File: config.mk
export PLATFORM = sky130hd
export DESIGN_NAME = messbauer_diff_discriminator_counter_flat
export DESIGN_NICKNAME = d
export VERILOG_FILES = /design/src/rtl/messbauer_diff_discriminator_counter_if.sv /design/src/rtl/messbauer_diff_discriminator_counter.sv /design/src/flat_wrapper.sv
export SDC_FILE = /design/constraint.sdc
export NUM_CORES = 1
export LEC_CHECK = 0
export ABC_AREA = 1
export CAP_MARGIN = 20
export CORE_AREA = 8 8 93 95
export DETAILED_ROUTE_END_ITERATION = 10
export DIE_AREA = 0 0 101 103
export HOLD_SLACK_MARGIN = 0.03
export MAX_ROUTING_LAYER = met4
export PLACE_DENSITY = 0.74
export SETUP_SLACK_MARGIN = 0.05
export SYNTH_ARGS = -nofsm -noshare
export SYNTH_HDL_FRONTEND = slang
export SYNTH_SLANG_ARGS = --single-unit
File: constraint.sdc
create_clock -name aclk -period 1.6 [get_ports aclk]
set_input_delay 0.32 -clock aclk [delete_from_list [all_inputs] [get_ports aclk]]
set_output_delay 0.32 -clock aclk [all_outputs]
set_load 0.005 [all_outputs]
File: src/rtl/messbauer_diff_discriminator_counter_if.sv
// Bundle between the discriminator front end, the pulse counter and the spectrum writer.
// Handshake: a result moves when count_valid and count_ready are both high on a rising aclk;
// the producer holds count_data/count_channel stable while count_valid is high and count_ready is low.
interface messbauer_diff_discriminator_counter_if #(
  parameter int COUNTER_WIDTH = 16,
  parameter int CHANNEL_WIDTH = 10
);
  logic                     lower_threshold;
  logic                     upper_threshold;
  logic                     channel;
  logic [COUNTER_WIDTH-1:0] count_data;
  logic [CHANNEL_WIDTH-1:0] count_channel;
  logic                     count_valid;
  logic                     count_ready;
  logic                     accepted;
  logic                     rejected;
  logic                     overrun;

  modport master (
    input  lower_threshold,
    input  upper_threshold,
    input  channel,
    input  count_ready,
    output count_data,
    output count_channel,
    output count_valid,
    output accepted,
    output rejected,
    output overrun
  );

  modport slave (
    output lower_threshold,
    output upper_threshold,
    output channel,
    output count_ready,
    input  count_data,
    input  count_channel,
    input  count_valid,
    input  accepted,
    input  rejected,
    input  overrun
  );
endinterface

File: src/rtl/messbauer_diff_discriminator_counter.sv
// Classifies lower/upper discriminator pulses and hands per-channel accepted counts downstream.
// Optional input synchronizers: define MESSBAUER_DISCR_SYNC_EN.
module messbauer_diff_discriminator_counter #(
  parameter int COUNTER_WIDTH      = 16,
  parameter int CHANNEL_WIDTH      = 10,
  parameter int MIN_LOWER_DURATION = 2
) (
  input  logic                                          aclk,
  input  logic                                          areset,
  messbauer_diff_discriminator_counter_if.master        bus,
  output logic [1:0]                                    fsm_state
);

  typedef enum logic [1:0] {
    ST_IDLE   = 2'd0,
    ST_PULSE  = 2'd1,
    ST_REJECT = 2'd2
  } state_t;

  localparam logic [7:0]               MIN_W   = 8'(MIN_LOWER_DURATION);
  localparam logic [7:0]               WIDTH_MAX = 8'hFF;
  localparam logic [COUNTER_WIDTH-1:0] CNT_MAX = '1;

  logic lower_in;
  logic upper_in;
  logic channel_in;

`ifdef MESSBAUER_DISCR_SYNC_EN
  // Synchronizer flops carry no reset so they always track the pins; this keeps
  // a lower level already high at reset release from looking like a fresh rise.
  logic [1:0] lower_sync;
  logic [1:0] upper_sync;
  logic [1:0] channel_sync;

  always_ff @(posedge aclk) begin
    lower_sync   <= {lower_sync[0],   bus.lower_threshold};
    upper_sync   <= {upper_sync[0],   bus.upper_threshold};
    channel_sync <= {channel_sync[0], bus.channel};
  end

  assign lower_in   = lower_sync[1];
  assign upper_in   = upper_sync[1];
  assign channel_in = channel_sync[1];
`else
  assign lower_in   = bus.lower_threshold;
  assign upper_in   = bus.upper_threshold;
  assign channel_in = bus.channel;
`endif

  // Stage S and stage D registers plus the lower-level arming flag
  logic lower_s;
  logic lower_d;
  logic upper_s;
  logic channel_s;
  logic channel_d;
  logic armed;

  always_ff @(posedge aclk) begin
    if (areset) begin
      lower_s   <= 1'b0;
      lower_d   <= 1'b0;
      upper_s   <= 1'b0;
      channel_s <= 1'b0;
      channel_d <= 1'b0;
      armed     <= 1'b0;
    end else begin
      lower_s   <= lower_in;
      lower_d   <= lower_s;
      upper_s   <= upper_in;
      channel_s <= channel_in;
      channel_d <= channel_s;
      if (!lower_in) begin
        armed <= 1'b1;
      end
    end
  end

  logic lower_rise;
  logic lower_fall;
  logic channel_rise;

  // A rise only counts once lower has been seen low since reset.
  assign lower_rise   = lower_s & ~lower_d & armed;
  assign lower_fall   = ~lower_s & lower_d;
  assign channel_rise = channel_s & ~channel_d;

  state_t     state;
  state_t     state_nxt;
  logic [7:0] width;
  logic [7:0] width_nxt;
  logic [7:0] width_inc;
  logic       width_long;
  logic       accept_evt;
  logic       reject_evt;

  assign width_inc  = (width == WIDTH_MAX) ? width : width + 8'd1;
  assign width_long = (width >= MIN_W);

  always_ff @(posedge aclk) begin
    if (areset) begin
      state <= ST_IDLE;
      width <= 8'd0;
    end else begin
      state <= state_nxt;
      width <= width_nxt;
    end
  end

  always_comb begin
    state_nxt = state;
    unique case (state)
      ST_IDLE: begin
        if (lower_rise) begin
          state_nxt = upper_s ? ST_REJECT : ST_PULSE;
        end
      end
      ST_PULSE: begin
        if (lower_fall) begin
          state_nxt = ST_IDLE;
        end else if (upper_s) begin
          state_nxt = ST_REJECT;
        end
      end
      ST_REJECT: begin
        if (lower_fall) begin
          state_nxt = ST_IDLE;
        end
      end
      default: state_nxt = ST_IDLE;
    endcase
  end

  // The fall cycle has lower already low, so upper seen then is outside the pulse.
  always_comb begin
    width_nxt  = width;
    accept_evt = 1'b0;
    reject_evt = 1'b0;
    unique case (state)
      ST_IDLE: begin
        if (lower_rise) begin
          width_nxt = 8'd1;
        end
      end
      ST_PULSE: begin
        if (lower_fall) begin
          accept_evt = width_long;
        end else begin
          width_nxt = width_inc;
        end
      end
      ST_REJECT: begin
        if (lower_fall) begin
          reject_evt = width_long;
        end else begin
          width_nxt = width_inc;
        end
      end
      default: width_nxt = 8'd0;
    endcase
  end

  assign fsm_state = state;

  logic [COUNTER_WIDTH-1:0] count;
  logic [COUNTER_WIDTH-1:0] count_folded;
  logic [CHANNEL_WIDTH-1:0] index;
  logic [COUNTER_WIDTH-1:0] count_data_q;
  logic [CHANNEL_WIDTH-1:0] count_channel_q;
  logic                     count_valid_q;
  logic                     accepted_q;
  logic                     rejected_q;
  logic                     overrun_q;

  // An accept landing in the closing cycle still belongs to the closing channel.
  assign count_folded = (accept_evt && (count != CNT_MAX)) ? count + COUNTER_WIDTH'(1) : count;

  always_ff @(posedge aclk) begin
    if (areset) begin
      count           <= '0;
      index           <= '0;
      count_data_q    <= '0;
      count_channel_q <= '0;
      count_valid_q   <= 1'b0;
      accepted_q      <= 1'b0;
      rejected_q      <= 1'b0;
      overrun_q       <= 1'b0;
    end else begin
      accepted_q <= accept_evt;
      rejected_q <= reject_evt;
      if (channel_rise) begin
        count <= '0;
        index <= index + CHANNEL_WIDTH'(1);
        if (!count_valid_q || bus.count_ready) begin
          count_data_q    <= count_folded;
          count_channel_q <= index;
          count_valid_q   <= 1'b1;
        end else begin
          overrun_q <= 1'b1;
        end
      end else begin
        count <= count_folded;
        if (count_valid_q && bus.count_ready) begin
          count_valid_q <= 1'b0;
        end
      end
    end
  end

  assign bus.count_data    = count_data_q;
  assign bus.count_channel = count_channel_q;
  assign bus.count_valid   = count_valid_q;
  assign bus.accepted      = accepted_q;
  assign bus.rejected      = rejected_q;
  assign bus.overrun       = overrun_q;

endmodule

File: src/flat_wrapper.sv
// flat-port wrapper written by rule: the top's interface ports become plain ports
module messbauer_diff_discriminator_counter_flat 
#(
  parameter int COUNTER_WIDTH      = 16,
  parameter int CHANNEL_WIDTH      = 10,
  parameter int MIN_LOWER_DURATION = 2
)
  (aclk, areset, fsm_state, bus_lower_threshold, bus_upper_threshold, bus_channel, bus_count_ready, bus_count_data, bus_count_channel, bus_count_valid, bus_accepted, bus_rejected, bus_overrun);
  messbauer_diff_discriminator_counter_if #(.COUNTER_WIDTH(COUNTER_WIDTH), .CHANNEL_WIDTH(CHANNEL_WIDTH)) bus_i ();
  input  logic aclk;
  input  logic areset;
  output logic [1:0] fsm_state;
  input wire logic [$bits(bus_i.lower_threshold)-1:0] bus_lower_threshold;
  input wire logic [$bits(bus_i.upper_threshold)-1:0] bus_upper_threshold;
  input wire logic [$bits(bus_i.channel)-1:0] bus_channel;
  input wire logic [$bits(bus_i.count_ready)-1:0] bus_count_ready;
  output wire logic [$bits(bus_i.count_data)-1:0] bus_count_data;
  output wire logic [$bits(bus_i.count_channel)-1:0] bus_count_channel;
  output wire logic [$bits(bus_i.count_valid)-1:0] bus_count_valid;
  output wire logic [$bits(bus_i.accepted)-1:0] bus_accepted;
  output wire logic [$bits(bus_i.rejected)-1:0] bus_rejected;
  output wire logic [$bits(bus_i.overrun)-1:0] bus_overrun;
  assign bus_i.lower_threshold = bus_lower_threshold;
  assign bus_i.upper_threshold = bus_upper_threshold;
  assign bus_i.channel = bus_channel;
  assign bus_i.count_ready = bus_count_ready;
  assign bus_count_data = bus_i.count_data;
  assign bus_count_channel = bus_i.count_channel;
  assign bus_count_valid = bus_i.count_valid;
  assign bus_accepted = bus_i.accepted;
  assign bus_rejected = bus_i.rejected;
  assign bus_overrun = bus_i.overrun;
  messbauer_diff_discriminator_counter #(.COUNTER_WIDTH(COUNTER_WIDTH), .CHANNEL_WIDTH(CHANNEL_WIDTH), .MIN_LOWER_DURATION(MIN_LOWER_DURATION)) u_core (.aclk(aclk), .areset(areset), .bus(bus_i), .fsm_state(fsm_state));
endmodule
# == Word-level counts from Yosys, hierarchy flattened ==
# Index checks and enable logic that the tools add are counted.
# totals
ff_bits,72
word_cells,69
# classes
n_addsub,3
order_cmp,1
eq_ne,10
muxes,16
bitwise_logic,9
reduce_logical,14
# ops
operator,n
8-bit two-way mux,3
"16-bit by 1-bit adder with 16-bit output, second input constant",1
16-bit two-way mux,1
"16-bit != test, second input constant",1
8-bit one-hot mux with 2 select lines,1
"10-bit by 1-bit adder with 10-bit output, second input constant",1
2-bit two-way mux,5
"8-bit by 1-bit adder with 8-bit output, second input constant",1
"8-bit equality test, second input constant",1
"8-bit by 2-bit greater-or-equal comparator with 1-bit output, second input constant",1
"2-bit != test, second input constant",3
2-bit one-hot mux with 3 select lines,1
2-bit AND reduction,3
3-bit AND reduction,2
2-bit OR reduction,3
1-bit two-way mux,5
1-bit NOT,5
1-bit bitwise AND,4
"2-bit by 1-bit != test with 1-bit output, second input constant",2
"3-bit by 1-bit != test with 1-bit output, second input constant",1
"2-bit by 1-bit equality test with 1-bit output, second input constant",1
"2-bit equality test, second input constant",1
1-bit logical AND,2
2-bit zero test,1
other kinds (3),3

# == Depth between registers and ports, before layout ==
# depth
ltp_word,6
ltp_mapped,12
mapped_depth_nobuf,12

# == Least setup slack after synthesis ==
# OpenSTA, ideal clock, no wires.
# synth_timing
path_type,register to register
start,register u_core.count[0]
end,"register u_core.count_data_q[15], in the netlist u_core.bus.count_data[15]"
setup_ps,109
t_arrival_ps,1440
required_time_ps,1491
setup_slack_ps,51
path_stages_with_launch,12
period_less_slack_ps,1549
cell_sequence,dfxtp_1 ha_1 nand3_2 nor2_2 nand2_2 buf_6 inv_2 nor2_4 nand2_1 nand3_1 nand2_1 inv_1
# synth_via
elab_chain_cells,3
# synth_lines
element,line,text
"start, declared",messbauer_diff_discriminator_counter.sv:164,logic [COUNTER_WIDTH-1:0] count;
"start signal, assigned",messbauer_diff_discriminator_counter.sv:201,count <= count_folded;
branches (longest 2 deep; another with 16-bit by 1-bit adder with 16-bit output),--,
16-bit two-way mux (*),messbauer_diff_discriminator_counter.sv:175,assign count_folded = (accept_evt && (count != CNT_MAX)) ? count + COUNTER_WIDTH'(1) : count;
"end signal, assigned",messbauer_diff_discriminator_counter.sv:194,count_data_q <= count_folded;
"end, declared",messbauer_diff_discriminator_counter.sv:167,logic [COUNTER_WIDTH-1:0] count_data_q;
# Every way passes the cells marked *.
# A chain may end at the register's enable or synchronous reset.

# == Final worst setup path ==
# layout_timing
start,"register u_core.state[0], in the netlist u_core.fsm_state[0]"
end,"register u_core.state[0], in the netlist u_core.fsm_state[0]"
# layout_via
elab_chain_cells,3
# layout_lines
element,line,text
"start, declared",messbauer_diff_discriminator_counter.sv:87,state_t state;
"start signal, assigned",messbauer_diff_discriminator_counter.sv:104,state <= state_nxt;
"2-bit by 1-bit equality test with 1-bit output, or another cell as far along",messbauer_diff_discriminator_counter.sv:111,unique case (state)
3-bit by 1-bit != test with 1-bit output (no source line) or 2-bit by 1-bit != test with 1-bit output (tied branches),--,
3-bit AND reduction (no source line),--,
# Several ways; a longest one is shown, not always the timed one.

==> run_summary.xml <==
<?xml version="1.0" encoding="UTF-8"?>
<metrics>
  <group name="run_status">
    <metric name="status" unit="">completed</metric>
  </group>
  <group name="global_route">
    <metric name="grt_antenna_before_repair" unit="">0</metric>
    <metric name="global_route.usage.total" unit="">0.176</metric>
    <metric name="grt_first_pass_wirelength" unit="um">14300</metric>
    <metric name="globalRoute.totalOverflow" unit="">0</metric>
    <metric name="grt_max_degree" unit="">33</metric>
    <metric name="number_of_global_route_vias_before_repair" unit="">3342</metric>
  </group>
  <group name="power_and_ir_drop">
    <metric name="combPwrFrac" unit="">0.295</metric>
    <metric name="worst_vdd_drop" unit="mV">0.728</metric>
    <metric name="cell_internal_pwr" unit="W">0.00334</metric>
    <metric name="power.share.sequential" unit="">0.405</metric>
    <metric name="power.switching_fraction" unit="">0.314</metric>
    <metric name="power_spent_charging_and_discharging_nets" unit="W">0.00153</metric>
    <metric name="power.share.clock" unit="">0.300</metric>
    <metric name="power.density" unit="nW/um^2">1050</metric>
    <metric name="static-leakage-power" unit="nW">2.13</metric>
  </group>
  <group name="floorplan">
    <metric name="vertical_die_dimension" unit="um">103</metric>
    <metric name="core_area" unit="sq um">7140</metric>
    <metric name="floorplan.initialDensity" unit="">0.493</metric>
    <metric name="number_of_i_o_pins" unit="">38</metric>
    <metric name="placementRows" unit="">31</metric>
    <metric name="die_w" unit="um">101</metric>
    <metric name="dieArea" unit="sq um">10400</metric>
  </group>
  <group name="flow_run">
    <metric name="max-cap-violations" unit="">0</metric>
  </group>
  <group name="synthesis">
    <metric name="post_synth_instance_area" unit="sq um">3520</metric>
    <metric name="synth_compound_area_frac" unit="">0.102</metric>
    <metric name="synth-simple-area-share" unit="">0.341</metric>
    <metric name="synth_edf_count" unit="">0</metric>
    <metric name="adder_cell_share_of_the_synthesized_area" unit="">0.0285</metric>
    <metric name="synth_top_family_by_area" unit="">simple AND/OR/NAND/NOR gates</metric>
    <metric name="yosys_warnings" unit="">0</metric>
    <metric name="synthCells" unit="">522</metric>
    <metric name="syn_avg_cell_area" unit="sq um">6.74</metric>
    <metric name="post_synth_main_area_contributors" unit="">dfxtp_1, nand2_1, nor2_1, inv_1, nand3_1</metric>
    <metric name="dominantRegCellSynth" unit="">dfxtp_1</metric>
    <metric name="yosys.cell_types.count" unit="">35</metric>
    <metric name="syn_nets" unit="">536</metric>
    <metric name="synth_largest_type_area_fraction" unit="">0.410</metric>
    <metric name="synth_top_cell_by_area" unit="">dfxtp_1</metric>
    <metric name="ys_async_sr_fraction" unit="">0</metric>
    <metric name="synth_xor_area_frac" unit="">0.00996</metric>
    <metric name="yosys_register_bits" unit="">72</metric>
    <metric name="ys_seq_area_frac" unit="">0.410</metric>
    <metric name="synth.mux.area_fraction" unit="">0</metric>
  </group>
  <group name="min_path">
    <metric name="worst_hold_path.num_cells" unit="">2</metric>
    <metric name="sink_of_the_worst_hold_path" unit="">u_core.channel_d</metric>
    <metric name="hold_path.class" unit="">reg2reg</metric>
    <metric name="holdCritStartpoint" unit="">u_core.channel_s</metric>
  </group>
  <group name="drt">
    <metric name="total_via_count_after_detailed_routing" unit="">3443</metric>
    <metric name="first_iter_violations" unit="">195</metric>
    <metric name="detailedRoute.firstPassIterationCount" unit="">4</metric>
    <metric name="post_drt_via_cell_ratio" unit="">4.95</metric>
    <metric name="drcViolationCount" unit="">0</metric>
    <metric name="detail_route.wl_per_cell" unit="um">12.4</metric>
    <metric name="drt.antenna.violating_nets" unit="">0</metric>
    <metric name="routed_wl" unit="um">8600</metric>
  </group>
  <group name="setup_path">
    <metric name="worst_ep_required_time" unit="ns">1.82</metric>
    <metric name="source_of_the_worst_register_to_register_timing_path" unit="">u_core.fsm_state[0]</metric>
    <metric name="arrival" unit="ns">1.75</metric>
    <metric name="worstSetupPathType" unit="">reg2reg</metric>
    <metric name="timing.critical_path.to_type" unit="">register</metric>
    <metric name="worstRegToRegCells" unit="">7</metric>
    <metric name="max_fo_critical_path" unit="">4</metric>
    <metric name="setup.reg_to_reg.worst_slack" unit="ns">0.08</metric>
    <metric name="timing.critical_path.from_type" unit="">register</metric>
    <metric name="timing.rr.end" unit="">u_core.fsm_state[0]</metric>
  </group>
  <group name="placed_design">
    <metric name="globalplace.congestion" unit="">0.886</metric>
    <metric name="post-place-ws" unit="ns">-0.0642</metric>
    <metric name="port_buffers" unit="">37</metric>
    <metric name="place_hpwl" unit="um">5860</metric>
  </group>
  <group name="finish">
    <metric name="post_route_cells_drive_above_1_share" unit="">0.193</metric>
    <metric name="fin_util" unit="">0.651</metric>
    <metric name="antenna-diode-count" unit="">0</metric>
    <metric name="finalNetCount" unit="">606</metric>
    <metric name="areaGrowthSynthToFinish" unit="%">32.1</metric>
    <metric name="nFillCells" unit="">640</metric>
    <metric name="commonest_cells_after_routing_fill_and_taps_aside" unit="">nand2_1, nor2_1, inv_1</metric>
    <metric name="most_common_cell_after_layout_fill_and_taps_aside" unit="">nand2_1</metric>
  </group>
  <group name="clocking">
    <metric name="postCtsHoldBufs" unit="">0</metric>
    <metric name="htreeDepth" unit="">3</metric>
    <metric name="tritoncts" unit="">done</metric>
    <metric name="ctsRootBufferMaster" unit="">clkbuf_8</metric>
    <metric name="clock_sinks" unit="">72</metric>
    <metric name="clk_latency" unit="ns">0.35</metric>
    <metric name="cts_buffer_depth" unit="">2</metric>
    <metric name="clock_slew_seen_by_the_registers_of_the_worst_setup_and_hold_paths" unit="ns">0.08</metric>
    <metric name="numCtsBuffers" unit="">9</metric>
  </group>
  <group name="sta">
    <metric name="finalClockSkew" unit="ns">0.00938</metric>
    <metric name="timing.max_slew.rel_slack" unit="">0.788</metric>
    <metric name="setup_viol" unit="">0</metric>
    <metric name="post-route-period-util" unit="">0.952</metric>
    <metric name="max_freq" unit="MHz">656</metric>
    <metric name="finalWorstPathRequiredPeriod" unit="ns">1.52</metric>
    <metric name="hold_viol" unit="">0</metric>
    <metric name="setup_repair_after_global_routing_missed_its_margin" unit="">true</metric>
    <metric name="postLayoutSetupSlackWorst" unit="ns">0.0764</metric>
    <metric name="tightest_slew" unit="ns">0.317</metric>
    <metric name="report.final.slew_viol_count" unit="">0</metric>
  </group>
</metrics>
## power groups by stage
stage | clock network, W | registers [W] | logic [W]
after global placement | 0 | 0.00200 | 0.00120
after floorplan | 0 | 0.00202 | 0.000667
after detailed placement | 0 | 0.00200 | 0.00124
after CTS | 0.00148 | 0.00197 | 0.00131
after global routing | 0.00157 | 0.00199 | 0.00157
final | 0.00146 | 0.00198 | 0.00144
## through the flow
stage	hold WS [ns]	TNS [ns]	power, W	cells	area (sq um)
after global placement	0.422	-0.0437	0.00319	676	4200
after detailed placement	0.429	-0.714	0.00324	676	4200
after global routing	0.457	-0.0234	0.00513	696	4640
after floorplan	0.415	0	0.00268	522	3520
after CTS	0.442	0	0.00475	694	4460
final	0.435	0	0.00487	696	4640
## Yosys cell counts (2+ instances only)
| library cell | number |
|---|---|
| nand2_1 | 114 |
| nor2_1 | 92 |
| inv_1 | 74 |
| dfxtp_1 | 72 |
| nand3_1 | 40 |
| a21oi_1 | 37 |
| o21ai_0 | 24 |
| ha_1 | 8 |
| nand2_2 | 8 |
| nor3_1 | 8 |
| nand4_1 | 6 |
| buf_2 | 4 |
| clkbuf_1 | 4 |
| xor2_1 | 3 |
| a211oi_1 | 2 |
| buf_1 | 2 |
| inv_2 | 2 |
| nand3b_1 | 2 |
| nor2_2 | 2 |
| o21a_1 | 2 |
| o22ai_1 | 2 |
## registers in the layout, summed over array words and instances (netlist names), 2 cells and up
register / count
u_core.bus.count_channel: 10
u_core.width: 8
u_core.index: 10
u_core.fsm_state: 2
u_core.count: 16
u_core.bus.count_data: 16
## timing repair
action                     4_1_cts  5_1_grt
cloned                           1        0
pin swaps                        0       14
setup endpoints to repair       45       53
resized for setup               14       57
buffers inserted                 1        2
## worst max-delay path, stage by stage, from the launching register on
cell and delay (ns):
dfxtp_2 0.33, buf_4 0.13, ha_1 0.20, buf_4 0.17, a21oi_1 0.18, o21ai_1 0.14, a21oi_1 0.18, a211oi_1 0.06
## metal layers
metal | global-route usage | part of all wire | vias up
li1 | - | - | 1782
met1 | 0.187 | 0.44 | 1577
met5 | - | 0 | -
met4 | 0.0813 | 0.021 | 0
met3 | 0.0385 | 0.044 | 17
met2 | 0.308 | 0.50 | 67
## worst max path at each step
stage                                    from                        end  slack, ns  cells after the start
final                     u_core.fsm_state[0]        u_core.fsm_state[0]       0.08                      7
after global routing          u_core.width[0]  u_core.bus.count_data[11]      -0.01                     12
after CTS                     u_core.count[0]   u_core.bus.count_data[5]       0.06                      9
after detailed placement      u_core.width[1]   u_core.bus.count_data[5]      -0.06                      9
after global placement    u_core.fsm_state[0]            u_core.width[5]      -0.02                     10
after floorplan               u_core.count[0]  u_core.bus.count_data[15]       0.05                     11
## final cells by class
type                       count  area, sq um  share of cell area
clock buffer                  13          159              0.0342
clock inverter                 3         40.0             0.00862
inverter                      76          288              0.0620
multi-input combinational    361         1870               0.403
sequential                    72         1460               0.315
tap                           99          124              0.0267
timing repair buffer          72          698               0.150
## cell families (layout without fill, tap and decap cells)
| family | after synthesis | after routing |
|---|---|---|
| fa+ha+maj | 8 | 8 |
| simple gates | 279 | 280 |
| compound gates | 69 | 69 |
| buf+inv | 90 | 164 |
| flops | 72 | 72 |
| xor+xnor | 4 | 4 |
No activity file was read; power rests on OpenSTA's default activity.
